**src/rtl/load_rs_pkg.sv**
```systemverilog
// Shared definitions for the load reservation station: load subtypes, opcode,
// the invalid-tag encoding and the per-entry payload record.
package load_rs_pkg;

  localparam logic [2:0] LB_OP  = 3'b000;
  localparam logic [2:0] LH_OP  = 3'b001;
  localparam logic [2:0] LW_OP  = 3'b010;
  localparam logic [2:0] LBU_OP = 3'b100;
  localparam logic [2:0] LHU_OP = 3'b101;

  localparam logic [6:0] LOAD_OPCODE = 7'b0000011;

  // A tag equal to the ROB size never names a real ROB slot, so it marks "operand ready".
  function automatic int unsigned invalid_tag(input int unsigned rob_depth);
    return rob_depth;
  endfunction

  typedef struct packed {
    logic [2:0]  funct3;
    logic [31:0] base;
    logic [31:0] offset;
  } entry_t;

endpackage

```
**src/rtl/load_rs_select.sv**
```systemverilog
// Issue picker: turns the ready vector into a one-hot grant, either lowest index
// or oldest-first when LOAD_RS_AGE_ORDER_EN supplies the age matrix.
module load_rs_select
  import load_rs_pkg::*;
#(
  parameter int DEPTH = 4
) (
  input  logic [DEPTH-1:0]       rdy,
`ifdef LOAD_RS_AGE_ORDER_EN
  input  logic [DEPTH*DEPTH-1:0] age,
`endif
  output logic [DEPTH-1:0]       grant,
  output logic                   valid
);

  always_comb begin
    grant = '0;
`ifdef LOAD_RS_AGE_ORDER_EN
    // Row i holds the entries older than i; grant i when none of those is ready.
    for (int i = 0; i < DEPTH; i++) begin
      grant[i] = rdy[i] && ((age[i*DEPTH +: DEPTH] & rdy) == '0);
    end
`else
    for (int i = DEPTH - 1; i >= 0; i--) begin
      if (rdy[i]) begin
        grant    = '0;
        grant[i] = 1'b1;
      end
    end
`endif
  end

  assign valid = |rdy;

endmodule

```
**src/rtl/load_rs_param.sv**
```systemverilog
// Parametrised load reservation station: buffers loads, snoops the CDBs for the
// base operand and issues one address-computed load per cycle.
// Define LOAD_RS_AGE_ORDER_EN to issue oldest-ready first instead of lowest index.
module load_rs_param
  import load_rs_pkg::*;
#(
  parameter int DEPTH     = 4,
  parameter int NUM_CDB   = 2,
  parameter int ROB_DEPTH = 16,
  parameter int TAG_W     = 6
) (
  input  logic                       clock,
  input  logic                       reset,
  input  logic                       flush,
  input  logic                       disp_valid,
  output logic                       disp_ready,
  input  logic [TAG_W-1:0]           disp_rob,
  input  logic [2:0]                 disp_funct3,
  input  logic [31:0]                disp_base,
  input  logic [TAG_W-1:0]           disp_base_q,
  input  logic [31:0]                disp_offset,
  input  logic [NUM_CDB-1:0]         cdb_valid,
  input  logic [NUM_CDB*TAG_W-1:0]   cdb_rob,
  input  logic [NUM_CDB*32-1:0]      cdb_data,
  output logic                       iss_valid,
  input  logic                       iss_ready,
  output logic [TAG_W-1:0]           iss_rob,
  output logic [2:0]                 iss_funct3,
  output logic [31:0]                iss_addr,
  output logic [$clog2(DEPTH+1)-1:0] count
);

  localparam int CNT_W = $clog2(DEPTH + 1);
  localparam logic [TAG_W-1:0] INV_TAG = TAG_W'(invalid_tag(ROB_DEPTH));

  logic [DEPTH-1:0] busy_q, busy_d;
  logic [CNT_W-1:0] count_q, count_d;
  logic [TAG_W-1:0] src_q [DEPTH];
  logic [TAG_W-1:0] src_d [DEPTH];
  logic [TAG_W-1:0] rob_q [DEPTH];
  logic [TAG_W-1:0] rob_d [DEPTH];
  entry_t           ent_q [DEPTH];
  entry_t           ent_d [DEPTH];

  logic [DEPTH-1:0] rdy, grant, free_oh;
  logic             sel_valid, accept, issue;
  logic [TAG_W-1:0] disp_src;
  logic [31:0]      disp_val;
  logic [TAG_W-1:0] sel_rob;
  logic [2:0]       sel_funct3;
  logic [31:0]      sel_base, sel_offset;

  always_comb begin
    for (int i = 0; i < DEPTH; i++) begin
      rdy[i] = busy_q[i] && (src_q[i] == INV_TAG);
    end
  end

`ifdef LOAD_RS_AGE_ORDER_EN
  logic [DEPTH-1:0]       age_q [DEPTH];
  logic [DEPTH-1:0]       age_d [DEPTH];
  logic [DEPTH*DEPTH-1:0] age_flat;

  always_comb begin
    for (int i = 0; i < DEPTH; i++) begin
      age_flat[i*DEPTH +: DEPTH] = age_q[i];
    end
  end

  load_rs_select #(.DEPTH(DEPTH)) u_select (
    .rdy   (rdy),
    .age   (age_flat),
    .grant (grant),
    .valid (sel_valid)
  );
`else
  load_rs_select #(.DEPTH(DEPTH)) u_select (
    .rdy   (rdy),
    .grant (grant),
    .valid (sel_valid)
  );
`endif

  assign disp_ready = (count_q < CNT_W'(DEPTH));
  assign accept     = disp_valid && disp_ready && !flush;
  assign issue      = sel_valid && iss_ready && !flush;

  always_comb begin
    free_oh = '0;
    for (int i = DEPTH - 1; i >= 0; i--) begin
      if (!busy_q[i]) begin
        free_oh    = '0;
        free_oh[i] = 1'b1;
      end
    end
  end

  // Same-cycle bypass for the incoming op; descending scan lets the lowest port win.
  always_comb begin
    disp_src = disp_base_q;
    disp_val = disp_base;
    for (int k = NUM_CDB - 1; k >= 0; k--) begin
      if (disp_base_q != INV_TAG && cdb_valid[k] &&
          cdb_rob[k*TAG_W +: TAG_W] == disp_base_q) begin
        disp_src = INV_TAG;
        disp_val = cdb_data[k*32 +: 32];
      end
    end
  end

  always_comb begin
    busy_d  = busy_q;
    count_d = count_q;
    for (int i = 0; i < DEPTH; i++) begin
      src_d[i] = src_q[i];
      rob_d[i] = rob_q[i];
      ent_d[i] = ent_q[i];
      if (busy_q[i] && src_q[i] != INV_TAG) begin
        for (int k = NUM_CDB - 1; k >= 0; k--) begin
          if (cdb_valid[k] && cdb_rob[k*TAG_W +: TAG_W] == src_q[i]) begin
            ent_d[i].base = cdb_data[k*32 +: 32];
            src_d[i]      = INV_TAG;
          end
        end
      end
      if (issue && grant[i]) begin
        busy_d[i] = 1'b0;
      end
      if (accept && free_oh[i]) begin
        busy_d[i]       = 1'b1;
        rob_d[i]        = disp_rob;
        src_d[i]        = disp_src;
        ent_d[i].funct3 = disp_funct3;
        ent_d[i].base   = disp_val;
        ent_d[i].offset = disp_offset;
      end
    end
    if (accept && !issue) begin
      count_d = count_q + CNT_W'(1);
    end else if (!accept && issue) begin
      count_d = count_q - CNT_W'(1);
    end
    if (flush) begin
      busy_d  = '0;
      count_d = '0;
    end
  end

`ifdef LOAD_RS_AGE_ORDER_EN
  // New row marks everything already resident as older; freed entries drop out of every row.
  always_comb begin
    for (int i = 0; i < DEPTH; i++) begin
      age_d[i] = age_q[i];
      if (accept && free_oh[i]) begin
        age_d[i] = busy_q;
      end
    end
    for (int i = 0; i < DEPTH; i++) begin
      for (int j = 0; j < DEPTH; j++) begin
        if (!busy_d[j]) begin
          age_d[i][j] = 1'b0;
        end
      end
    end
  end

  always_ff @(posedge clock or negedge reset) begin
    if (!reset) begin
      for (int i = 0; i < DEPTH; i++) begin
        age_q[i] <= '0;
      end
    end else begin
      age_q <= age_d;
    end
  end
`endif

  always_ff @(posedge clock or negedge reset) begin
    if (!reset) begin
      busy_q  <= '0;
      count_q <= '0;
    end else begin
      busy_q  <= busy_d;
      count_q <= count_d;
    end
  end

  always_ff @(posedge clock) begin
    src_q <= src_d;
    rob_q <= rob_d;
    ent_q <= ent_d;
  end

  always_comb begin
    sel_rob    = '0;
    sel_funct3 = '0;
    sel_base   = '0;
    sel_offset = '0;
    for (int i = 0; i < DEPTH; i++) begin
      if (grant[i]) begin
        sel_rob    = sel_rob | rob_q[i];
        sel_funct3 = sel_funct3 | ent_q[i].funct3;
        sel_base   = sel_base | ent_q[i].base;
        sel_offset = sel_offset | ent_q[i].offset;
      end
    end
  end

  assign iss_valid  = sel_valid;
  assign iss_rob    = sel_rob;
  assign iss_funct3 = sel_funct3;
  assign iss_addr   = sel_base + sel_offset;
  assign count      = count_q;

endmodule

```
**config.mk**
```make
export PLATFORM = sky130hd
export DESIGN_NAME = load_rs_param
export DESIGN_NICKNAME = d
export VERILOG_FILES = /design/src/rtl/load_rs_pkg.sv /design/src/rtl/load_rs_select.sv /design/src/rtl/load_rs_param.sv
export SDC_FILE = /design/constraint.sdc
export NUM_CORES = 1
export LEC_CHECK = 0
export ABC_AREA = 1
export CAP_MARGIN = 20
export CELL_PAD_IN_SITES_DETAIL_PLACEMENT = 1
export CELL_PAD_IN_SITES_GLOBAL_PLACEMENT = 2
export CORE_ASPECT_RATIO = 2
export CORE_MARGIN = 2
export CORE_UTILIZATION = 38
export DETAILED_ROUTE_END_ITERATION = 16
export GPL_ROUTABILITY_DRIVEN = 1
export PLACE_DENSITY = 0.83
export SYNTH_ARGS = -nofsm -noshare
export SYNTH_HDL_FRONTEND = slang
export SYNTH_SLANG_ARGS = --single-unit
```
**constraint.sdc**
```tcl
create_clock -name clock -period 12.9 [get_ports clock]
set_input_delay 3.87 -clock clock [delete_from_list [all_inputs] [get_ports clock]]
set_output_delay 3.87 -clock clock [all_outputs]
set_load 0.02 [all_outputs]
```
==> run metrics, run 1 <==
Clk Latency, worst-skew pair 0.59 ns; CTS tree done; total DRC errors in the routed layout 0; Final Power 2.34 mW; Max Clock Skew 0.0276 ns; number of nets in the layout 2389; DR vias/cell 5.69; cell family with the largest share of critical-path delay buffers and inverters; number of CTS-inserted buffers 28; Area contributors post-synth sky130_fd_sc_hd__edfxtp_1, sky130_fd_sc_hd__nand2_1, sky130_fd_sc_hd__nand3_1; outcome finished clean; Critical path buffers and inverters 5; worst min-delay path category reg2reg; cts-stage hold buffer count 0; global placement routability congestion 1.00; number of cells on the critical path 17; GRT busiest layer met2; combinational power share 11.4%; number of levels the H-tree was split into 1; synthesized instance count 2038; CP Launch Type flip-flop; worst reg-to-reg path cell count 8; met3 layer usage reported by global route 2.83%; average wire per standard cell 24.1 um; area added between synthesis and finish 19.7%; global routing met2 resource utilization 49.0%; Boundary Pins 208; number of clock sinks 323; fin crit period 9.86 ns; HPWL Detailed 46.3 mm; fraction of synthesized cell area taken by the top area cell type 51.6%; data arrival time of the critical path 5.99 ns; Die Area 50200 sq um; post-synthesis compound-gate area fraction 13.7%; Seq cells post-synth 323; YS warnings 0; final global-route overflow total 0; fraction of the mapped netlist area in adder cells 2.33%; final setup vio count 0; unrepaired setup endpoints after global routing false; fraction of layout instances using a drive strength above 1 6.36%; post-CTS setup buffers 0; final WL 68.7 mm; pre-CTS setup slack 3.76 ns; worst path required time 9.03 ns; hold violation total from the final report 0; initial antenna violation count 1; number of synthesized flops with an enable pin 316; number of library cell types mapped by synthesis 45; fraction of power consumed by the clock network 37.5%; top fanout value on the critical path 65; vias after detailed routing 16200; number of instances resized during post-cts repair 0; relative slew slack 26.7%; sw power 579 uW; post-synth net total 2233; Buffers on Ports 207; category of the worst setup path capture point output pin; Mean Syn Cell Area 9.02 sq um; std cell rows 114; clock tree root buffer cell sky130_fd_sc_hd__clkbuf_16; number of antenna diodes 0; pin count of the biggest net entering global routing 72; fraction of power spent switching nets 24.7%; CTS clock-pin slew for the worst setup and hold paths 0.08 ns; WHS Path Cells 2; Post-Route Setup TNS 0 ns; share of the cycle needed by the critical path after routing 76.4%; main combinational cell family by area after synthesis simple AND/OR/NAND/NOR gates; fraction of registers with async set/reset 2.17%; peak ir drop on the vdd network 0.0852 mV; number of design-rule violations left by the first detailed-router iteration 1080; DIE HEIGHT 315 um; worst-path cell with the longest stage delay sky130_fd_sc_hd__buf_4; simple logic cell fraction of the synthesized area 24.1%; most frequent standard cell in the layout excluding fill and tap cells sky130_fd_sc_hd__nand2_1; Core Footprint 48100 sq um; internal power 1.76 mW; iteration count of the initial detailed-routing pass 5; cell area after technology mapping 18400 sq um; Die X 159 um; max-slew violation total from the final report 0; slack of the critical path 3.04 ns; Seq/Total Area, Yosys 52.6%; initial core utilization 38.2%; Fmax 101 MHz; Critical Path Max Stage Delay 0.80 ns; standby leakage power 8.48 nW; mux contribution to synthesized area 0%; cell-by-cell trace of the critical path inv_1 -> nor2_1 -> nand4_2 -> nand2_1 -> nor2_4 -> buf_4 -> a22oi_1 -> nand3_1 -> ha_1 -> inv_1 -> fa_1 -> o21ai_0 -> buf_4 -> a21boi_0 -> o21ai_0 -> xor2_1 -> clkdlybuf4s50_1; commonest non-fill, non-tap cells in the layout sky130_fd_sc_hd__nand2_1, sky130_fd_sc_hd__edfxtp_1, sky130_fd_sc_hd__nand3_1; Cell Pwr Density 106 nW/um^2; max-capacitance violation count 0; sequential cell fraction of total power 51.1%; most frequently used flop master after synthesis sky130_fd_sc_hd__edfxtp_1; Synth area leader sky130_fd_sc_hd__edfxtp_1; post-synthesis xor/xnor area fraction 1.62%; global-route usage over all layers 27.2%; global-route wire length before repair 104 mm; number of buffers on the longest clock path 3; Worst Tran Pin Value 1.10 ns; met1 Track Usage GR 32.8%; start-to-end type of the worst setup path reg2out; number of global-route vias before repair 17100; ANT nets after route 0
[path summary, 6_finish.rpt]
check / slack (ns) / from / endpoint
min reg2reg: 0.60 / count[2] / count[2]
min in group asynchronous: 3.57 / reset / count[2]
min: 0.60 / count[2] / count[2]
max reg2reg: 9.47 / count[2] / ent_q[115]
max in group asynchronous: 9.04 / reset / busy_q[1]
max: 3.04 / src_q[22] / iss_addr[8]
[sequential cells by signal (all words and copies together), names as in the netlist]
signal and flops:
src_q 24, ent_q 268, count 3, busy_q 4
rob_q 24
[synth_stat cells (7+ instances only)]
| cell | count |
|---|---|
| sky130_fd_sc_hd__edfxtp_1 | 316 |
| sky130_fd_sc_hd__nor3_1 | 12 |
| sky130_fd_sc_hd__clkbuf_1 | 62 |
| sky130_fd_sc_hd__nand3_1 | 214 |
| sky130_fd_sc_hd__xnor2_1 | 9 |
| sky130_fd_sc_hd__nand4_1 | 75 |
| sky130_fd_sc_hd__a22oi_1 | 40 |
| sky130_fd_sc_hd__buf_2 | 36 |
| sky130_fd_sc_hd__inv_1 | 139 |
| sky130_fd_sc_hd__dfrtp_1 | 7 |
| sky130_fd_sc_hd__o21ai_0 | 69 |
| sky130_fd_sc_hd__o211ai_2 | 32 |
| sky130_fd_sc_hd__nand2_1 | 611 |
| sky130_fd_sc_hd__nor2_1 | 91 |
| sky130_fd_sc_hd__a21oi_1 | 81 |
| sky130_fd_sc_hd__inv_2 | 12 |
| sky130_fd_sc_hd__o22ai_1 | 21 |
| sky130_fd_sc_hd__ha_1 | 31 |
| sky130_fd_sc_hd__xor2_1 | 25 |
| sky130_fd_sc_hd__o211ai_1 | 99 |
[worst min-delay path: cells and delay by family, from the launching register on]
kind             cells  cell delay [ns]
AND/OR/NAND/NOR      2             0.17
flip-flops           1             0.40
[power groups by stage]
stage | Combinational, mW | Clock (mW) | Sequential, mW
finish | 0.268 | 0.877 | 1.20
global route | 0.290 | 0.925 | 1.20
CTS | 0.267 | 0.893 | 1.20
detailed placement | 0.266 | 0 | 1.22
global placement | 0.263 | 0 | 1.22
floorplan | 0.128 | 0 | 1.22
[per-layer routing]
| metal | part of all wire [%] | wire length (um) |
|---|---|---|
| met2 | 51 | 34900 |
| met5 | 0.019 | 13 |
| met3 | 4.8 | 3320 |
| met4 | 4.4 | 3030 |
| met1 | 40 | 27400 |
[cells by family after synthesis]
| family | after synthesis |
|---|---|
| buffers and inverters | 258 |
| DFF | 323 |
| adders and majority gates | 33 |
| and+or+nand+nor | 1024 |
| xor gates and xnor gates | 34 |
| AOI/OAI and AO/OA | 366 |
[cell type report]
class | instances | area, sq um
clock buffer | 31 | 733
clock inverter | 21 | 206
fill | 5541 | 26100
inverter | 151 | 567
multi-input combinational | 1457 | 7760
sequential | 323 | 9660
tap | 638 | 798
timing repair buffer | 233 | 2270
[through the flow]
stage	instance area, sq um	hold WS, ns	instances	utilization (%)
3_3_place_gp	21100	0.576	2802	43.8
4_1_cts	22000	0.600	2854	45.8
5_1_grt	22000	0.656	2854	45.8
6_report	22000	0.598	2854	45.8
2_1_floorplan	18400	0.573	2038	-
3_5_place_dp	21100	0.581	2802	43.8
Note: power is estimated with default switching activity, not from simulation.
==> run 2: changes to the inputs <==
CORE_UTILIZATION = 35   (was 38)
PLACE_DENSITY = 0.77   (was 0.83)
clock period = 9.3 ns   (was 12.9 ns; I/O delays follow)
==> run 2 against run 1 <==
  * Non-clock buffer count up 1
  * Routed wire length grew 6.6%
  * Via count grew 1.8%
  * Critical path depth increased by 1
  * Worst setup slack got worse by 2.2 ns
  * Count of clock-buffer cells in the layout rose by 5
  * Die area increased by 8.4%
  * First-iteration DRC count rose by 3.1%
  * Global-route usage fell by 0.76 points
  * Register-to-register slack lost 3.5 ns
  * Clock skew up 0.0087 ns
  * Critical endpoint is now iss_addr[26]
  * Largest power group unchanged
  * Highest routed layer is now met4
==> run metrics, run 2 (same netlist as run 1, synthesis figures left out) <==
Filler Cells Inserted 5905 (+6.6%); outcome finished clean; clock tree root buffer cell sky130_fd_sc_hd__clkbuf_16; Post-Place Cells 2825 (+0.82%); number of global-route vias before repair 17700 (+3.7%); unrepaired setup endpoints after global routing false; Buffers on Ports 207 (unchanged); combinational power share 11.5% (about the same); CTS tree done; biggest registers after layout ent_q: 268 flops, rob_q: 24 flops, src_q: 24 flops; HPWL Detailed 49.6 mm (+7.1%); number of buffers on the longest clock path 3 (unchanged); final setup vio count 0 (unchanged); Die Area 54500 sq um (+8.4%); Worst Tran Pin Value 1.07 ns (-0.0253 ns); final design utilization 42.7% (-3.1 points); post-route design area 22100 sq um (+0.58%); global placement routability congestion 0.918 (-8.2%); CP Launch Type flip-flop; final worst hold slack 0.596 ns (-0.00278 ns); Max Clock Skew 0.0363 ns (+0.00870 ns); category of the worst setup path capture point output pin; DIE HEIGHT 328 um (+4.1%); number of nets in the layout 2392 (+0.13%); DR vias/cell 5.75 (+1.0%); Clk Latency, worst-skew pair 0.61 ns (+0.02 ns); Cell Pwr Density 150 nW/um^2 (+41%); hold endpoint count[2]; pre-CTS setup slack 1.44 ns (-2.32 ns); worst min-delay path category reg2reg; worst reg2reg path endpoint ent_q[110]; worst reg-to-reg path cell count 9 (+1); flip-flop count of the largest register, all copies and words added 268 (unchanged); cts-stage hold buffer count 0 (unchanged); average wire per standard cell 25.4 um (+5.7%); post-route insts no fill 2878 (+0.84%); peak ir drop on the vdd network 0.144 mV (+69%); initial core utilization 35.5% (-2.8 points); share of the cycle needed by the critical path after routing 91.3%; max-capacitance violation count 0 (unchanged); number of instances resized during post-cts repair 0 (unchanged); fraction of power consumed by the clock network 38.4% (+0.9 points); CTS clock-pin slew for the worst setup and hold paths 0.07 ns (about the same); number of levels the H-tree was split into 1 (unchanged); Most flops, register ent_q; sw power 815 uW (+41%); FF-to-FF setup slack 5.98 ns (-3.49 ns); global-route wire length before repair 109 mm (+4.3%); initial antenna violation count 0 (-1); commonest non-fill, non-tap cells in the layout sky130_fd_sc_hd__nand2_1, sky130_fd_sc_hd__edfxtp_1, sky130_fd_sc_hd__nand3_1; number of antenna diodes 0 (unchanged); fraction of layout instances using a drive strength above 1 6.22% (-0.14 points); vias after detailed routing 16500 (+1.8%); final global-route overflow total 0 (unchanged); Post-Route Setup TNS 0 ns (unchanged); max-slew violation total from the final report 0 (unchanged); pin count of the biggest net entering global routing 66 (-8.3%); min-delay src count[2]; global-route usage over all layers 26.4% (-0.76 points); start-to-end type of the worst setup path reg2out; standby leakage power 8.51 nW (+0.46%); ANT nets after route 0 (unchanged); Boundary Pins 208 (unchanged); internal power 2.49 mW (+42%); post-CTS setup buffers 0 (unchanged); Core Footprint 51800 sq um (+7.8%); Die X 166 um (+4.1%); Final Power 3.31 mW (+41%); fin crit period 8.49 ns; Sequential cell area 9660 sq um (unchanged); iteration count of the initial detailed-routing pass 5 (unchanged); relative slew slack 28.5% (+1.8 points); fraction of power spent switching nets 24.6% (-0.11 points); top fanout value on the critical path 27 (-58%); final WL 73.2 mm (+6.6%); number of design-rule violations left by the first detailed-router iteration 1114 (+3.1%); Worst R2R Start count[2]; number of CTS-inserted buffers 30 (+7.1%); area used by multi-input combinational logic 7760 sq um (about the same); Fmax 118 MHz; post-placement cell area 21100 sq um (+0.32%); number of clock sinks 323 (unchanged); most frequent standard cell in the layout excluding fill and tap cells sky130_fd_sc_hd__nand2_1; sequential cell fraction of total power 50.1% (-1.0 points); area added between synthesis and finish 20.4%; worst path required time 6.51 ns (-2.52 ns); slack of the critical path 0.805 ns (-2.24 ns); total DRC errors in the routed layout 0 (unchanged); std cell rows 118 (+3.5%); WHS Path Cells 2 (unchanged); data arrival time of the critical path 5.70 ns (-0.29 ns); hold violation total from the final report 0 (unchanged)
==> run 2: cell count changes in the layout (fill, tap and decap cells not counted), sizes merged <==
cell / delta
clkbuf: +5
clkinv: -5
bufinv: +1
buf: +1
==> run 2: power by group through the flow <==
stage / Combinational [mW] / Clock (mW) / Sequential (mW)
floorplan: 0.178 / 0 / 1.69
global placement: 0.368 / 0 / 1.69
detailed placement: 0.378 / 0 / 1.69
CTS: 0.379 / 1.29 / 1.66
global route: 0.409 / 1.34 / 1.66
finish: 0.379 / 1.27 / 1.66
==> run 2: metal layers <==
metal	GRT usage, %	vias to the layer above	routed length (um)
met3	2.48	157	2730
met5	0	-	0
met2	51.1	524	39500
met1	28.4	8313	27200
met4	13.1	0	3730
li1	-	7551	-
==> run 2: how the worst max path moves through the flow <==
| stage | from | endpoint | slack [ns] | depth (start not counted) |
|---|---|---|---|---|
| after floorplan | cdb_rob[2] | ent_q[100] | 3.06 | 7 |
| after global placement | src_q[12] | iss_addr[24] | 1.51 | 18 |
| after detailed placement | src_q[5] | iss_addr[24] | 1.44 | 18 |
| after CTS | src_q[5] | iss_addr[26] | 0.76 | 18 |
| after global routing | src_q[4] | iss_addr[26] | 0.43 | 19 |
| final | src_q[5] | iss_addr[26] | 0.81 | 18 |
==> run 2: cell type report <==
| class | instances | share of cell area (%) |
|---|---|---|
| clock buffer | 36 | 3.49 |
| timing repair buffer | 234 | 10.5 |
| clock inverter | 17 | 1.02 |
| inverter | 151 | 2.56 |
| sequential | 323 | 43.7 |
| tap | 660 | 3.73 |
| multi-input combinational | 1457 | 35.1 |
==> run 2: worst max-delay path, cell delays in order, from the launching register on <==
cell and delay [ns]:
sky130_fd_sc_hd__edfxtp_1 0.43, sky130_fd_sc_hd__nor2_1 0.20, sky130_fd_sc_hd__nand4_1 0.16, sky130_fd_sc_hd__nor2_1 0.24, sky130_fd_sc_hd__nand3_1 0.18, sky130_fd_sc_hd__inv_2 0.49, sky130_fd_sc_hd__nand2_1 0.11, sky130_fd_sc_hd__nand4_1 0.11
sky130_fd_sc_hd__ha_1 0.25, sky130_fd_sc_hd__inv_1 0.09, sky130_fd_sc_hd__fa_1 0.46, sky130_fd_sc_hd__o21ai_0 0.81, sky130_fd_sc_hd__a21boi_0 0.26, sky130_fd_sc_hd__o21bai_1 0.32, sky130_fd_sc_hd__nand3_1 0.15, sky130_fd_sc_hd__nand3_1 0.09
sky130_fd_sc_hd__nand2_1 0.05, sky130_fd_sc_hd__nand2_1 0.06, sky130_fd_sc_hd__clkdlybuf4s50_1 0.60
==> run 3: changes to the inputs <==
CTS_CLUSTER_DIAMETER = 30   (was unset)
RECOVER_POWER = 100   (was unset)
==> run 3 against run 2 <==
  * Highest routed layer unchanged
  * Die area did not move
  * Utilization grew 0.52 points
  * Power increased by 13%
  * Sequential share of layout area down 0.52 points
  * Clock power is 35% higher
  * Critical path depth decreased by 8
  * Combinational power is 3% lower
  * The flow now finishes with violations (capacitance limit, slew limit)
==> run metrics, run 3 (same netlist as run 1, synthesis figures left out) <==
min-delay src count[2]; flip-flop count of the largest register, all copies and words added 268 (unchanged); final worst hold slack 0.589 ns (-0.00690 ns); internal power 2.76 mW (+11%); global placement routability congestion 0.918 (unchanged); category of the worst setup path capture point flip-flop; average wire per standard cell 25.4 um (about the same); number of buffers on the longest clock path 3 (unchanged); Die X 166 um (unchanged); DIE HEIGHT 328 um (unchanged); std cell rows 118 (unchanged); Worst R2R Start count[2]; number of CTS-inserted buffers 44 (+47%); Critical path buffers and inverters 4 (+1); global-route usage over all layers 26.7% (+0.30 points); fraction of layout instances using a drive strength above 1 5.83% (-0.39 points); combinational power share 9.8% (-1.7 points); total DRC errors in the routed layout 0 (unchanged); cell-by-cell trace of the critical path dlygate4sd3_1 -> inv_1 -> nor2_1 -> nor3_4 -> clkbuf_1 -> nand3_1 -> clkbuf_2 -> o211ai_1 -> nand3_1 -> nand2_1; fraction of power spent switching nets 26.1% (+1.5 points); start-to-end type of the worst setup path in2reg; Post-Route Setup TNS 0 ns (unchanged); sequential cell fraction of total power 44.5% (-5.6 points); violated checks capacitance limit, slew limit; cell repeated most along the worst path sky130_fd_sc_hd__nand3_1; number of global-route vias before repair 17900 (+1.1%); area added between synthesis and finish 21.9%; post-CTS setup buffers 0 (unchanged); Worst setup startpoint cdb_rob[0]; max-slew violation total from the final report 637 (+637); number of clock sinks 323 (unchanged); final global-route overflow total 0 (unchanged); pin count of the biggest net entering global routing 66 (unchanged); Max Clock Skew 0.0255 ns (-0.0107 ns); number of design-rule violations left by the first detailed-router iteration 1133 (+1.7%); Buffers on Ports 207 (unchanged); Clk Latency, worst-skew pair 0.58 ns (-0.03 ns); sw power 976 uW (+20%); post-route design area 22400 sq um (+1.2%); ANT nets after route 0 (unchanged); max-capacitance violation count 15 (+15); CTS clock-pin slew for the worst setup and hold paths 0.06 ns (about the same); pre-CTS setup slack 1.44 ns (unchanged); Worst Tran Pin Value 3.82 ns (+2.75 ns); Die Area 54500 sq um (unchanged); CTS tree done; CP Launch Type input port; DR vias/cell 5.75 (about the same); worst min-delay path category reg2reg; final design utilization 43.2% (+0.52 points); cts-stage hold buffer count 0 (unchanged); cell family with the largest share of critical-path delay buffers and inverters; HPWL Detailed 49.6 mm (unchanged); number of nets in the layout 2406 (+0.59%); initial core utilization 35.5% (unchanged); Cell Pwr Density 167 nW/um^2 (+11%); initial antenna violation count 1 (+1); clock tree root buffer cell sky130_fd_sc_hd__clkbuf_16; data arrival time of the critical path 9.28 ns (+3.58 ns); Critical Path Max Stage Delay 2.05 ns (+1.24 ns); hold violation total from the final report 0 (unchanged); commonest non-fill, non-tap cells in the layout sky130_fd_sc_hd__nand2_1, sky130_fd_sc_hd__edfxtp_1, sky130_fd_sc_hd__nand3_1; standby leakage power 8.78 nW (+3.2%); final setup vio count 0 (unchanged); Boundary Pins 208 (unchanged); worst-path cell with the longest stage delay sky130_fd_sc_hd__nand3_1; number of levels the H-tree was split into 2 (+1); vias after detailed routing 16700 (+1.0%); post-placement cell area 21100 sq um (unchanged); iteration count of the initial detailed-routing pass 5 (unchanged); unrepaired setup endpoints after global routing false; Fmax 113 MHz (-4.2%); fin crit period 8.86 ns (+0.370 ns); share of the cycle needed by the critical path after routing 95.3% (+4.0 points); fraction of power consumed by the clock network 45.7% (+7.3 points); number of instances resized during post-cts repair 0 (unchanged); slack of the critical path 0.435 ns (-0.370 ns); peak ir drop on the vdd network 0.122 mV (-15%); Filler Cells Inserted 5925 (+0.34%); final WL 73.9 mm (+0.97%); Most flops, register ent_q; outcome finished, violations left; Core Footprint 51800 sq um (unchanged); global-route wire length before repair 110 mm (+0.93%); top fanout value on the critical path 33 (+22%); relative slew slack -154% (-180 points); most frequent standard cell in the layout excluding fill and tap cells sky130_fd_sc_hd__nand2_1; biggest registers after layout ent_q: 268 flops, rob_q: 24 flops, src_q: 24 flops; worst path required time 9.72 ns (+3.21 ns)
-- run 3: changes by cell type in the layout (fill, tap and decap cells not counted), moves of 6 or more --
cell	change
sky130_fd_sc_hd__o211ai_2	-20
sky130_fd_sc_hd__clkinv_4	+8
sky130_fd_sc_hd__dlygate4sd3_1	+84
sky130_fd_sc_hd__inv_6	+7
sky130_fd_sc_hd__clkdlybuf4s50_1	-84
sky130_fd_sc_hd__buf_4	-16
sky130_fd_sc_hd__clkbuf_2	+6
sky130_fd_sc_hd__o211ai_1	+20
sky130_fd_sc_hd__clkbuf_16	+15
-- run 3: final timing paths --
check,to,slack [ns],cells after the start
min,count[2],0.59,2
min in group asynchronous,busy_q[0],2.60,1
min reg2reg,count[2],0.59,2
max reg2reg,ent_q[182],3.40,10
max in group asynchronous,busy_q[2],6.38,1
max,ent_q[116],0.44,10
-- run 3: layout make-up --
cell class,count,area (sq um),share of cell area (%)
flip-flops and latches,323,9660,43.2
multi-input cells,1457,7570,33.8
repair buffers,234,2260,10.1
clock buffers,45,1130,5.03
well taps,660,826,3.69
inverters,151,567,2.53
clock inverters,36,380,1.70
diodes,1,2.50,0.0112
-- run 3: worst reg2reg max path, cell delays in order (launching register included) --
cell	delay [ns]
sky130_fd_sc_hd__dfrtp_1	0.40
sky130_fd_sc_hd__inv_2	0.09
sky130_fd_sc_hd__nand3_1	0.22
sky130_fd_sc_hd__nor2_1	0.16
sky130_fd_sc_hd__inv_1	0.10
sky130_fd_sc_hd__nor2_1	0.15
sky130_fd_sc_hd__clkbuf_1	1.64
sky130_fd_sc_hd__clkbuf_1	2.44
sky130_fd_sc_hd__a21oi_1	0.10
sky130_fd_sc_hd__o21ai_0	0.23
sky130_fd_sc_hd__nand2_1	0.10
-- run 3: power by group through the flow --
stage	combinational (mW)	clock, mW	sequential, mW
3_3_place_gp	0.368	0	1.69
4_1_cts	0.379	1.73	1.66
2_1_floorplan	0.178	0	1.69
6_report	0.368	1.71	1.66
3_5_place_dp	0.378	0	1.69
5_1_grt	0.397	1.78	1.66
-- run 3: metrics by stage --
stage | total power, mW | cells
final | 3.74 | 2907
after global routing | 3.84 | 2907
after CTS | 3.77 | 2906
after detailed placement | 2.07 | 2825
after global placement | 2.06 | 2825
after floorplan | 1.87 | 2038
-- run 3: routing by layer --
metal / up-vias / routed length, um / GRT usage [%]
met3: 193 / 3130 / 2.83
met4: 0 / 3990 / 14.0
li1: 7616 / - / -
met2: 576 / 39900 / 51.4
met5: - / 0 / 0
met1: 8326 / 26900 / 28.5
